<file path="config.mk">
export PLATFORM = sky130hd
export DESIGN_NAME = csr_trap_sequencer
export DESIGN_NICKNAME = d
export VERILOG_FILES = /design/src/rtl/csr_trap_sequencer_pkg.sv /design/src/rtl/csr_trap_sequencer_trap_target_calc.sv /design/src/rtl/csr_trap_sequencer.sv
export SDC_FILE = /design/constraint.sdc
export NUM_CORES = 1
export LEC_CHECK = 0
export ABC_AREA = 1
export CAP_MARGIN = 0
export CORE_MARGIN = 3
export CORE_UTILIZATION = 46
export CTS_BUF_LIST = sky130_fd_sc_hd__clkbuf_8
export DETAILED_ROUTE_END_ITERATION = 16
export PLACE_DENSITY = 0.84
export SKIP_LAST_GASP = 1
export SLEW_MARGIN = 20
export SYNTH_ARGS = -nofsm -noshare
export SYNTH_HDL_FRONTEND = slang
export SYNTH_HIERARCHICAL = 1
export SYNTH_SLANG_ARGS = --single-unit
</file>
<file path="constraint.sdc">
create_clock -name clk -period 3.2 [get_ports clk]
set_input_delay 0.64 -clock clk [delete_from_list [all_inputs] [get_ports clk]]
set_output_delay 0.64 -clock clk [all_outputs]
set_load 0.01 [all_outputs]
</file>
<file path="src/rtl/csr_trap_sequencer_pkg.sv">
// Shared definitions for the trap sequencer: CSR addresses, mstatus fields,
// the fixed external-interrupt cause, sequencer states and mstatus update helpers.
package csr_trap_sequencer_pkg;

  localparam logic [11:0] CSR_MSTATUS = 12'h300;
  localparam logic [11:0] CSR_MTVEC   = 12'h305;
  localparam logic [11:0] CSR_MEPC    = 12'h341;
  localparam logic [11:0] CSR_MCAUSE  = 12'h342;
  localparam logic [11:0] CSR_MTVAL   = 12'h343;

  localparam int unsigned MSTATUS_MIE    = 3;
  localparam int unsigned MSTATUS_MPIE   = 7;
  localparam int unsigned MSTATUS_MPP_HI = 12;
  localparam int unsigned MSTATUS_MPP_LO = 11;

  localparam logic [31:0] INT_CAUSE_EXT = 32'h8000_000B;

  typedef enum logic [2:0] {
    ST_IDLE,
    ST_W_MEPC,
    ST_W_MCAUSE,
    ST_W_MTVAL,
    ST_W_MSTATUS,
    ST_M_MSTATUS,
    ST_REDIRECT
  } state_e;

  // Trap entry: stack MIE into MPIE, disable interrupts, record M-mode as previous.
  function automatic logic [31:0] trap_mstatus(input logic [31:0] ms);
    logic [31:0] r;
    r = ms;
    r[MSTATUS_MPIE] = ms[MSTATUS_MIE];
    r[MSTATUS_MIE]  = 1'b0;
    r[MSTATUS_MPP_HI:MSTATUS_MPP_LO] = 2'b11;
    return r;
  endfunction

  // MRET: restore MIE from MPIE and set MPIE.
  function automatic logic [31:0] mret_mstatus(input logic [31:0] ms);
    logic [31:0] r;
    r = ms;
    r[MSTATUS_MIE]  = ms[MSTATUS_MPIE];
    r[MSTATUS_MPIE] = 1'b1;
    r[MSTATUS_MPP_HI:MSTATUS_MPP_LO] = 2'b11;
    return r;
  endfunction

endpackage

</file>
<file path="src/rtl/csr_trap_sequencer_trap_target_calc.sv">
// Combinational redirect target: mepc for MRET, mtvec base for traps,
// or base + 4*cause for interrupts when mtvec selects vectored mode.
module trap_target_calc
  import csr_trap_sequencer_pkg::*;
(
  input  logic [31:0] mtvec,
  input  logic [31:0] cause,
  input  logic        is_int,
  input  logic        is_mret,
  input  logic [31:0] mepc,
  output logic [31:0] target
);

  logic [31:0] base;
  logic [31:0] vec_off;
  logic        cause_unused;

  assign base    = {mtvec[31:2], 2'b00};
  // cause[30:0] << 2 truncated to 32 bits; bits 31:30 shift out.
  assign vec_off = {cause[29:0], 2'b00};
  assign cause_unused = ^cause[31:30];

  always_comb begin
    target = base;
    if (is_mret) begin
      target = mepc;
    end else if (is_int && (mtvec[1:0] == 2'b01)) begin
      target = base + vec_off;
    end
  end

endmodule

</file>
<file path="src/rtl/csr_trap_sequencer.sv">
// Owns the CSR-file write port: passes pipeline writes through while idle and
// sequences trap-entry / MRET CSR updates followed by a one-cycle redirect.
module csr_trap_sequencer
  import csr_trap_sequencer_pkg::*;
#(
  parameter logic [31:0] RESET_PC = 32'h0000_0000
) (
  input  logic        clk,
  input  logic        rst_n,
  input  logic        Trap_Req,
  input  logic [31:0] Trap_Cause,
  input  logic [31:0] Trap_PC,
  input  logic [31:0] Trap_Val,
  input  logic        Int_Req,
  input  logic        Mret_Req,
  input  logic [31:0] Int_PC,
  input  logic [31:0] CSR_mstatus,
  input  logic [31:0] CSR_mtvec,
  input  logic [31:0] CSR_mepc,
  input  logic        Pipe_CSR_WE,
  input  logic [11:0] Pipe_CSR_Addr,
  input  logic [31:0] Pipe_CSR_WData,
  output logic        CSR_WE,
  output logic [11:0] CSR_Addr,
  output logic [31:0] CSR_WData,
  output logic        Trap_Ack,
  output logic        Stall,
  output logic        Flush,
  output logic        Redirect_Valid,
  output logic [31:0] Redirect_PC
);

  state_e      state_q, state_d;
  logic [31:0] cause_q, cause_d;
  logic [31:0] pc_q, pc_d;
  logic [31:0] tval_q, tval_d;
  logic        is_int_q, is_int_d;
  logic        is_mret_q, is_mret_d;
  logic [31:0] target;

  always_ff @(posedge clk or negedge rst_n) begin
    if (!rst_n) begin
      state_q   <= ST_IDLE;
      cause_q   <= '0;
      pc_q      <= '0;
      tval_q    <= '0;
      is_int_q  <= 1'b0;
      is_mret_q <= 1'b0;
    end else begin
      state_q   <= state_d;
      cause_q   <= cause_d;
      pc_q      <= pc_d;
      tval_q    <= tval_d;
      is_int_q  <= is_int_d;
      is_mret_q <= is_mret_d;
    end
  end

  always_comb begin
    state_d        = state_q;
    cause_d        = cause_q;
    pc_d           = pc_q;
    tval_d         = tval_q;
    is_int_d       = is_int_q;
    is_mret_d      = is_mret_q;
    Trap_Ack       = 1'b0;
    CSR_WE         = 1'b0;
    CSR_Addr       = '0;
    CSR_WData      = '0;
    Redirect_Valid = 1'b0;

    case (state_q)
      ST_IDLE: begin
        if (Trap_Req) begin
          Trap_Ack  = 1'b1;
          cause_d   = Trap_Cause;
          pc_d      = Trap_PC;
          tval_d    = Trap_Val;
          is_int_d  = 1'b0;
          is_mret_d = 1'b0;
          state_d   = ST_W_MEPC;
        end else if (Int_Req && CSR_mstatus[MSTATUS_MIE]) begin
          Trap_Ack  = 1'b1;
          cause_d   = INT_CAUSE_EXT;
          pc_d      = Int_PC;
          tval_d    = '0;
          is_int_d  = 1'b1;
          is_mret_d = 1'b0;
          state_d   = ST_W_MEPC;
        end else if (Mret_Req) begin
          Trap_Ack  = 1'b1;
          is_int_d  = 1'b0;
          is_mret_d = 1'b1;
          state_d   = ST_M_MSTATUS;
        end else begin
          CSR_WE    = Pipe_CSR_WE;
          CSR_Addr  = Pipe_CSR_Addr;
          CSR_WData = Pipe_CSR_WData;
        end
      end
      ST_W_MEPC: begin
        CSR_WE    = 1'b1;
        CSR_Addr  = CSR_MEPC;
        CSR_WData = {pc_q[31:2], 2'b00};
        state_d   = ST_W_MCAUSE;
      end
      ST_W_MCAUSE: begin
        CSR_WE    = 1'b1;
        CSR_Addr  = CSR_MCAUSE;
        CSR_WData = cause_q;
        state_d   = ST_W_MTVAL;
      end
      ST_W_MTVAL: begin
        CSR_WE    = 1'b1;
        CSR_Addr  = CSR_MTVAL;
        CSR_WData = tval_q;
        state_d   = ST_W_MSTATUS;
      end
      ST_W_MSTATUS: begin
        CSR_WE    = 1'b1;
        CSR_Addr  = CSR_MSTATUS;
        CSR_WData = trap_mstatus(CSR_mstatus);
        state_d   = ST_REDIRECT;
      end
      ST_M_MSTATUS: begin
        CSR_WE    = 1'b1;
        CSR_Addr  = CSR_MSTATUS;
        CSR_WData = mret_mstatus(CSR_mstatus);
        state_d   = ST_REDIRECT;
      end
      ST_REDIRECT: begin
        Redirect_Valid = 1'b1;
        state_d        = ST_IDLE;
      end
      default: state_d = ST_IDLE;
    endcase
  end

  trap_target_calc u_target (
    .mtvec   (CSR_mtvec),
    .cause   (cause_q),
    .is_int  (is_int_q),
    .is_mret (is_mret_q),
    .mepc    (CSR_mepc),
    .target  (target)
  );

  assign Stall       = (state_q != ST_IDLE) | Trap_Ack;
  assign Flush       = Redirect_Valid;
  assign Redirect_PC = Redirect_Valid ? target : RESET_PC;

endmodule

</file>
---- Word-level counts from Yosys, hierarchy flattened ----
Index checks and enable logic that the tools add are counted.
word-level totals
  register bits after elaboration ......... 101
  word-level logic and storage cells ...... 62
cells by class
  muxes and demuxes ....................... 36
  add/subtract/negate cells ............... 1
  equality and inequality tests ........... 8
  bitwise logic cells ..................... 1
  reduce and logical (&&, ||, !) cells .... 10
operators with widths
  operator                                                               number
  32-bit 2-to-1 mux                                                      12
  32-bit case mux with 6 select lines                                    1
  12-bit case mux with 5 select lines                                    1
  12-bit 2-to-1 mux                                                      3
  32-bit adder                                                           1
  3-bit case mux with 5 select lines                                     1
  1-bit 2-to-1 mux                                                       14
  3-bit equality test, second input constant                             3
  3-bit 2-to-1 mux                                                       3
  3-bit by 2-bit equality test with 1-bit output, second input constant  2
  3-bit nonzero test                                                     2
  5-bit OR reduction                                                     1
  4-bit inequality test, second input constant                           1
  2-bit AND reduction                                                    2
  3-bit by 1-bit equality test with 1-bit output, second input constant  1
  3-bit logical NOT                                                      1
  2-bit by 1-bit equality test with 1-bit output, second input constant  1
  1-bit logical AND                                                      2
  1-bit case mux with 2 select lines                                     1
  2-bit nonzero test                                                     1
  2-bit OR reduction                                                     1
  1-bit OR                                                               1

---- Longest topological paths before layout ----
Gate-level depths: netlist (run 1).
  word-level depth ........................ 5
  gate-level depth with buffers ........... 15
  depth with buffers taken out ............ 15

---- Cells and area by module ----
Netlist (run 1), hierarchy kept.
by module, submodules not included
  module              times used  sequential area each (um^2)  cells an instance  area each (um^2)
  csr_trap_sequencer  1           2477.4                       893                5987.0
  trap_target_calc    1           0.0                          603                2844.0

---- Least setup slack after synthesis (run 1) ----
No wires, ideal clock.
  kind .................................... input to output
  start ................................... input port CSR_mtvec[2]
  end ..................................... output port Redirect_PC[10]
  stages on the path ...................... 12
  slack ................................... 369 ps
  data arrival time ....................... 2191 ps
  path through ............................ ha_1 fa_1 nand3_1 nand3_2 nand2_1 nand2_1 xnor2_1 nand2_1 o21ai_0 o21ai_1 inv_1 nor2_1
between the ends
  longest elaborated chain between the ends .. 4
RTL lines
  element            line                                       source
  start, declared    csr_trap_sequencer.sv:18                   input logic [31:0] CSR_mtvec,
  32-bit adder       csr_trap_sequencer_trap_target_calc.sv:28  target = base + vec_off;
  32-bit 2-to-1 mux  csr_trap_sequencer_trap_target_calc.sv:27  end else if (is_int && (mtvec[1:0] == 2'b01)) begin
  32-bit 2-to-1 mux  csr_trap_sequencer_trap_target_calc.sv:25  if (is_mret) begin
  via target[10]     csr_trap_sequencer.sv:39                   logic [31:0] target;
  32-bit 2-to-1 mux  csr_trap_sequencer.sv:150                  assign Redirect_PC = Redirect_Valid ? target : RESET_PC;
  end, declared      csr_trap_sequencer.sv:30                   output logic [31:0] Redirect_PC
The timed path passes the listed nets, and every way through them passes these cells.

---- Final worst setup path (run 1) ----
  start ................................... input port CSR_mtvec[9]
  end ..................................... output port Redirect_PC[28]
Same word-level chain as after synthesis.

==> results of run 1 <==
[cells in the final DEF (no fill, tap or decap), types with 11 or more instances in the layout]
master / instances
nand2_1: 554
clkdlybuf4s50_1: 287
inv_1: 138
nor2_1: 130
nand3_1: 119
dfrtp_1: 94
buf_4: 81
nand4_1: 64
o21ai_0: 47
o21ai_1: 39
nand2_2: 37
or2_2: 30
ha_4: 28
dlygate4sd2_1: 22
nor2_2: 19
buf_2: 17
nand3_2: 15
a21oi_1: 14
clkbuf_2: 12
nor2_4: 11
[sequential cells by signal, indices dropped and copies added, names as in the netlist]
name	cells
cause_q	32
tval_q	32
pc_q	30
state_q	3
is_int_q	1
is_mret_q	1
[worst max-delay path: stages]
cell,delay (ps)
dlygate4sd2_1,270
ha_4,260
nand2_1,80
nand2_2,90
a21oi_4,160
buf_4,130
nand3_4,80
buf_4,160
nand3_2,60
nand3_1,80
nand3_1,90
nand2_1,50
nand2_1,50
inv_1,30
nor2_1,100
buf_2,160
[routing by layer]
metal	routed length [µm]	share of wire	GRT usage	up-vias
li1	-	-	-	5459
met1	14270	0.40	0.4100	5206
met2	17180	0.48	0.5411	490
met3	2661	0.075	0.04431	81
met4	1366	0.039	0.1139	0
met5	0	0	0	-
[through the flow]
stage               cell area [µm²]  hold slack (ps)  worst slack [ps]  cells    util
finish                        13840            319.7             55.21   2100  0.7376
floorplan                      8831            344.4             368.8   1496       -
global placement              12870            454.1            -691.5   2074  0.6856
detailed placement            12870            458.1            -711.4   2074  0.6856
global route                  13840            366.2            -72.20   2100  0.7376
CTS                           13540            351.0            -44.52   2095  0.7212
[final timing paths]
path	start	end	slack (ps)	cells after the start
worst min-delay path	rst_n	tval_q[23]	320	1
worst max register to register	state_q[2]	tval_q[5]	1220	6
max in group asynchronous	rst_n	tval_q[21]	2170	2
min in group clk	tval_q[6]	tval_q[6]	480	2
worst min register to register	tval_q[6]	tval_q[6]	480	2
worst max-delay path	CSR_mtvec[9]	Redirect_PC[28]	60	16
[power groups by stage]
stage	Clock (µW)	Sequential (µW)	Combinational, µW
after floorplan	0	2100	3960
after global placement	0	2250	6470
after detailed placement	0	2270	6550
after CTS	917	2310	6950
after global routing	963	2410	8110
final	910	2350	7430
[timing repair]
item / 4_1_cts / 5_1_grt
hold endpoints to repair: 0 / 0
pin swaps: 22 / 48
hold buffers: 0 / 0
resized for setup: 180 / 123
endpoints found under the setup margin: 31 / 64
buffers inserted: 5 / 5
[kinds of logic (layout without fill, tap and decap cells)]
kind of cell | count (synthesis) | after routing | share of synthesized area
and+or+nand+nor | 1003 | 1003 | 0.4821
AOI/OAI and AO/OA | 122 | 122 | 0.07212
xor gates and xnor gates | 15 | 15 | 0.01488
buffers and inverters | 227 | 597 | 0.1070
DFF | 99 | 99 | 0.2805
adders and majority gates | 30 | 30 | 0.04336
[layout make-up]
cell class	instances	area (µm²)	area share
flip-flops and latches	99	2484	0.1794
repair buffers	436	4056	0.2930
well taps	234	292.8	0.02115
multi-input cells	1170	6241	0.4508
clock buffers	9	123.9	0.008948
clock inverters	7	97.59	0.007050
inverters	145	548.0	0.03959
==> results.json, run 1 <==
{
  "synth_edf_count": 0,
  "synth_top_cell_by_area": "dfrtp_1",
  "vdd_drop_max_uv": 477.3,
  "grt_overflow_total": 0,
  "route.detailed.drc": 0,
  "ys_types": 34,
  "cp-end-kind": "primary output",
  "period_share": 0.9827,
  "final.setup.tns_ps": 0,
  "clk_pin_slew_worst_paths_ps": 100,
  "fin_skew_ps": 16.20,
  "grt_antenna_before_repair": 0,
  "p_leak_uw": 0.007057,
  "period_needed_ps": 3145,
  "fp.dieArea_um2": 20900,
  "ys_async_sr_fraction": 1.000,
  "status": "finished, final reports clean",
  "yosysWarnings": 6,
  "wl_per_cell_um": 16.89,
  "grt_pass1_vias": 10270,
  "yosysSeqAreaShare": 0.2805,
  "clockBufferDepth": 2,
  "synth_most_common_cell": "nand2_1",
  "rows": 50,
  "insertion_delay_ps": 370,
  "pwr-share-seq": 0.220,
  "finalSetupViolCount": 0,
  "pwr-share-clk": 0.085,
  "drive_gt1_frac": 0.1726,
  "hold_viol": 0,
  "io_pins": 355,
  "nNetsFinal": 2165,
  "drv_cap": 0,
  "cts-buffers-inserted": 9,
  "cts_sinks": 99,
  "ant_nets": 0,
  "coreArea_um2": 18770,
  "finalPower_uw": 10700,
  "grtUsageTotal": 0.3168,
  "root_buffer": "clkbuf_8",
  "slew_headroom": 0.3990,
  "htree_levels": 3,
  "synth_ff_type": "dfrtp_1",
  "ys_ff_latch": 99,
  "worst-endpoint-required_ps": 2560,
  "drt_iter0_markers": 903,
  "worst-setup-path-type": "in -> out",
  "grt_pass1_wl_um": 52590,
  "port_buffers": 348,
  "p_sw_uw": 5241,
  "first_pass_iters": 6,
  "crit_fanout": 4,
  "comb_power_share": 0.695,
  "grt_max_degree": 91,
  "nFillCells": 1514,
  "max_freq_mhz": 318.0,
  "vias_per_cell": 5.350,
  "swShare": 0.4898,
  "p_int_uw": 5458,
  "synth.avg_cell_area_um2": 5.903,
  "yosys-top-cells-count": "595 x nand2_1, 154 x nor2_1, 139 x inv_1, 135 x nand3_1, 99 x dfrtp_1",
  "synth.area.top_cells": "dfrtp_1 28%, nand2_1 25%, nand3_1 7.7%",
  "worst_pin_slew_ps": 901.5,
  "via_count": 11240,
  "start_kind": "primary input",
  "wl_um": 35470,
  "diodes": 0,
  "synth.cell_area_um2": 8831,
  "place.gp.congestion": 0.9260,
  "hpwl_um": 26530,
  "cts_tree": "done",
  "syn_nets": 1800,
  "hp-class": "in -> async",
  "die_w_um": 144.6,
  "slew_violations": 0,
  "start_util": 0.4705,
  "arrival_ps": 2500,
  "power_density_nw_per_um2": 772.9,
  "die_h_um": 144.6,
  "rsz0062_at_grt": "yes",
  "netlist_instances": 1496,
  "yosysTopAreaCellShare": 0.2805,
  "syn_to_final_growth_pct": 56.76
}
(Power assumes the default switching activity.)
==> run 2: changes to the inputs <==
--- a/config.mk
+++ b/config.mk
@@ -12,6 +12,8 @@
 export CTS_BUF_LIST = sky130_fd_sc_hd__clkbuf_8
 export DETAILED_ROUTE_END_ITERATION = 16
 export PLACE_DENSITY = 0.84
+export REMOVE_ABC_BUFFERS = 1
+export SKIP_CTS_REPAIR_TIMING = 1
 export SKIP_LAST_GASP = 1
 export SLEW_MARGIN = 20
 export SYNTH_ARGS = -nofsm -noshare
==> run 2 against run 1 <==
  * Sequential power about the same
  * Clock power is 19% lower
  * Critical path depth up 1
  * Count of clock-buffer cells in the layout increased by 1
  * Die area unchanged
  * Largest cell class unchanged
  * Sequential share of layout area is 0.33 points lower
  * Via count down 0.20%
  * Clock skew is 1.8 ps lower
  * Sequential cell count did not move
==> results.json, run 2 (synthesis results as in run 1) <==
{
  "via_count": 11210,
  "reg2reg_from": "state_q[1]",
  "grtUsageTotal": 0.3080,
  "place.gp.congestion": 0.9226,
  "max_stage_delay_ps": 300,
  "drv_cap": 0,
  "die_h_um": 144.6,
  "grtUsageMet3": 0.04365,
  "cts_tree": "done",
  "grt_overflow_total": 0,
  "root_buffer": "clkbuf_8",
  "syn_to_final_growth_pct": 59.76,
  "cts-buffers-inserted": 9,
  "arrival_ps": 2550,
  "rrSetupSlack_ps": 1040,
  "pwr-share-clk": 0.070,
  "worst-endpoint-required_ps": 2560,
  "comb_power_share": 0.705,
  "port_buffers": 348,
  "grt_max_degree": 61,
  "grt_antenna_before_repair": 5,
  "status": "finished, final reports clean",
  "route.detailed.drc": 0,
  "finalSetupViolCount": 0,
  "startpoint": "CSR_mtvec[3]",
  "wl_um": 35450,
  "htree_levels": 3,
  "layout_common_cells": "572 x nand2_1, 278 x clkdlybuf4s50_1, 138 x inv_1",
  "rsz0062_at_grt": "yes",
  "fin_skew_ps": 14.41,
  "hpwl_um": 26410,
  "grt_pass1_wl_um": 51030,
  "drive_gt1_frac": 0.1615,
  "final_common_cell": "nand2_1",
  "final_cells": 2127,
  "coreArea_um2": 18770,
  "period_share": 0.9959,
  "fp.dieArea_um2": 20900,
  "insertion_delay_ps": 370,
  "clk_pin_slew_worst_paths_ps": 90,
  "grt_pass1_vias": 10140,
  "rows": 50,
  "start_util": 0.4705,
  "ant_nets": 0,
  "finalPower_uw": 10570,
  "hold_viol": 0,
  "slew_violations": 0,
  "slew_headroom": 0.5284,
  "p_int_uw": 5388,
  "power_density_nw_per_um2": 748.9,
  "hp-class": "in -> async",
  "pwr-share-seq": 0.226,
  "start_kind": "primary input",
  "p_leak_uw": 0.007698,
  "p_sw_uw": 5178,
  "nNetsFinal": 2188,
  "nFillCells": 1523,
  "clockBufferDepth": 2,
  "design_area_um2": 14110,
  "cts_sinks": 99,
  "cpMostUsedCell": "nand2_1",
  "vdd_drop_max_uv": 466.4,
  "r2r_cells": 6,
  "wl_per_cell_um": 16.67,
  "cp-end-kind": "primary output",
  "r2r-end": "cause_q[16]",
  "io_pins": 355,
  "first_pass_iters": 5,
  "worst-setup-path-type": "in -> out",
  "ff_latch_area_um2": 2485,
  "swShare": 0.4901,
  "worst_pin_slew_ps": 707.3,
  "reg.largest.list": "cause_q (32), tval_q (32), pc_q (30)",
  "drt_iter0_markers": 745,
  "grt_util_met2": 0.5291,
  "path_cells": "dlymetal6s2s_1 -> buf_4 -> ha_1 -> nand3_1 -> nand3_2 -> nand3_1 -> nand3b_1 -> buf_4 -> nand2_1 -> nand2_1 -> nand2_1 -> nand3_1 -> nand2_1 -> nand2_1 -> inv_1 -> nor2_1 -> dlymetal6s2s_1",
  "placed_cell_area_um2": 12960,
  "place_inst": 2084,
  "multi_input_comb_area_um2": 6093,
  "use_met1": 0.3848,
  "max_freq_mhz": 313.8,
  "slowest_stage": "ha_1",
  "crit_fanout": 3,
  "period_needed_ps": 3187,
  "busiest_layer": "met2",
  "die_w_um": 144.6,
  "vias_per_cell": 5.272
}
[run 2: layout make-up]
cell class	count	share of cell area
clock buffers	10	0.009755
flip-flops and latches	99	0.1761
diodes	5	0.0008868
clock inverters	5	0.002217
inverters	145	0.03929
well taps	234	0.02075
multi-input cells	1170	0.4319
repair buffers	459	0.3191
[run 2: worst max-delay path by stage]
| stage | slack (ps) | cells after the start | endpoint |
|---|---|---|---|
| after floorplan | -800 | 5 | CSR_Addr[10] |
| after global placement | -730 | 13 | Redirect_PC[14] |
| after detailed placement | -760 | 13 | Redirect_PC[14] |
| after CTS | -760 | 13 | Redirect_PC[14] |
| after global routing | -80 | 17 | Redirect_PC[21] |
| final | 10 | 17 | Redirect_PC[21] |
[run 2: routing by layer]
layer,share of wire,vias to the layer above
li1,-,5501
met1,0.40,5153
met2,0.50,476
met3,0.064,84
met4,0.042,0
met5,0,-
[run 2: worst max-delay path: cells and delay by family]
family / cells / cell delay [ps]
fa+ha+maj: 1 / 300
buf+inv: 5 / 720
simple gates: 11 / 890
[run 2: per-stage QoR]
| step | hold WS [ps] | setup slack (ps) | TNS [ps] | utilization |
|---|---|---|---|---|
| after floorplan | 344.4 | -797.2 | -77240 | - |
| after global placement | 453.1 | -730.2 | -16620 | 0.6906 |
| after detailed placement | 458.5 | -755.3 | -17490 | 0.6906 |
| after CTS | 328.7 | -762.6 | -17680 | 0.6996 |
| after global routing | 355.7 | -79.65 | -512.9 | 0.7517 |
| final | 301.5 | 13.10 | 0 | 0.7517 |
[run 2: power by group through the flow]
stage / clock [µW] / sequential [µW] / combinational (µW)
after floorplan: 0 / 2310 / 3500
after CTS: 735 / 2290 / 6730
after detailed placement: 0 / 2310 / 6700
final: 737 / 2380 / 7450
after global placement: 0 / 2280 / 6560
after global routing: 790 / 2440 / 8160
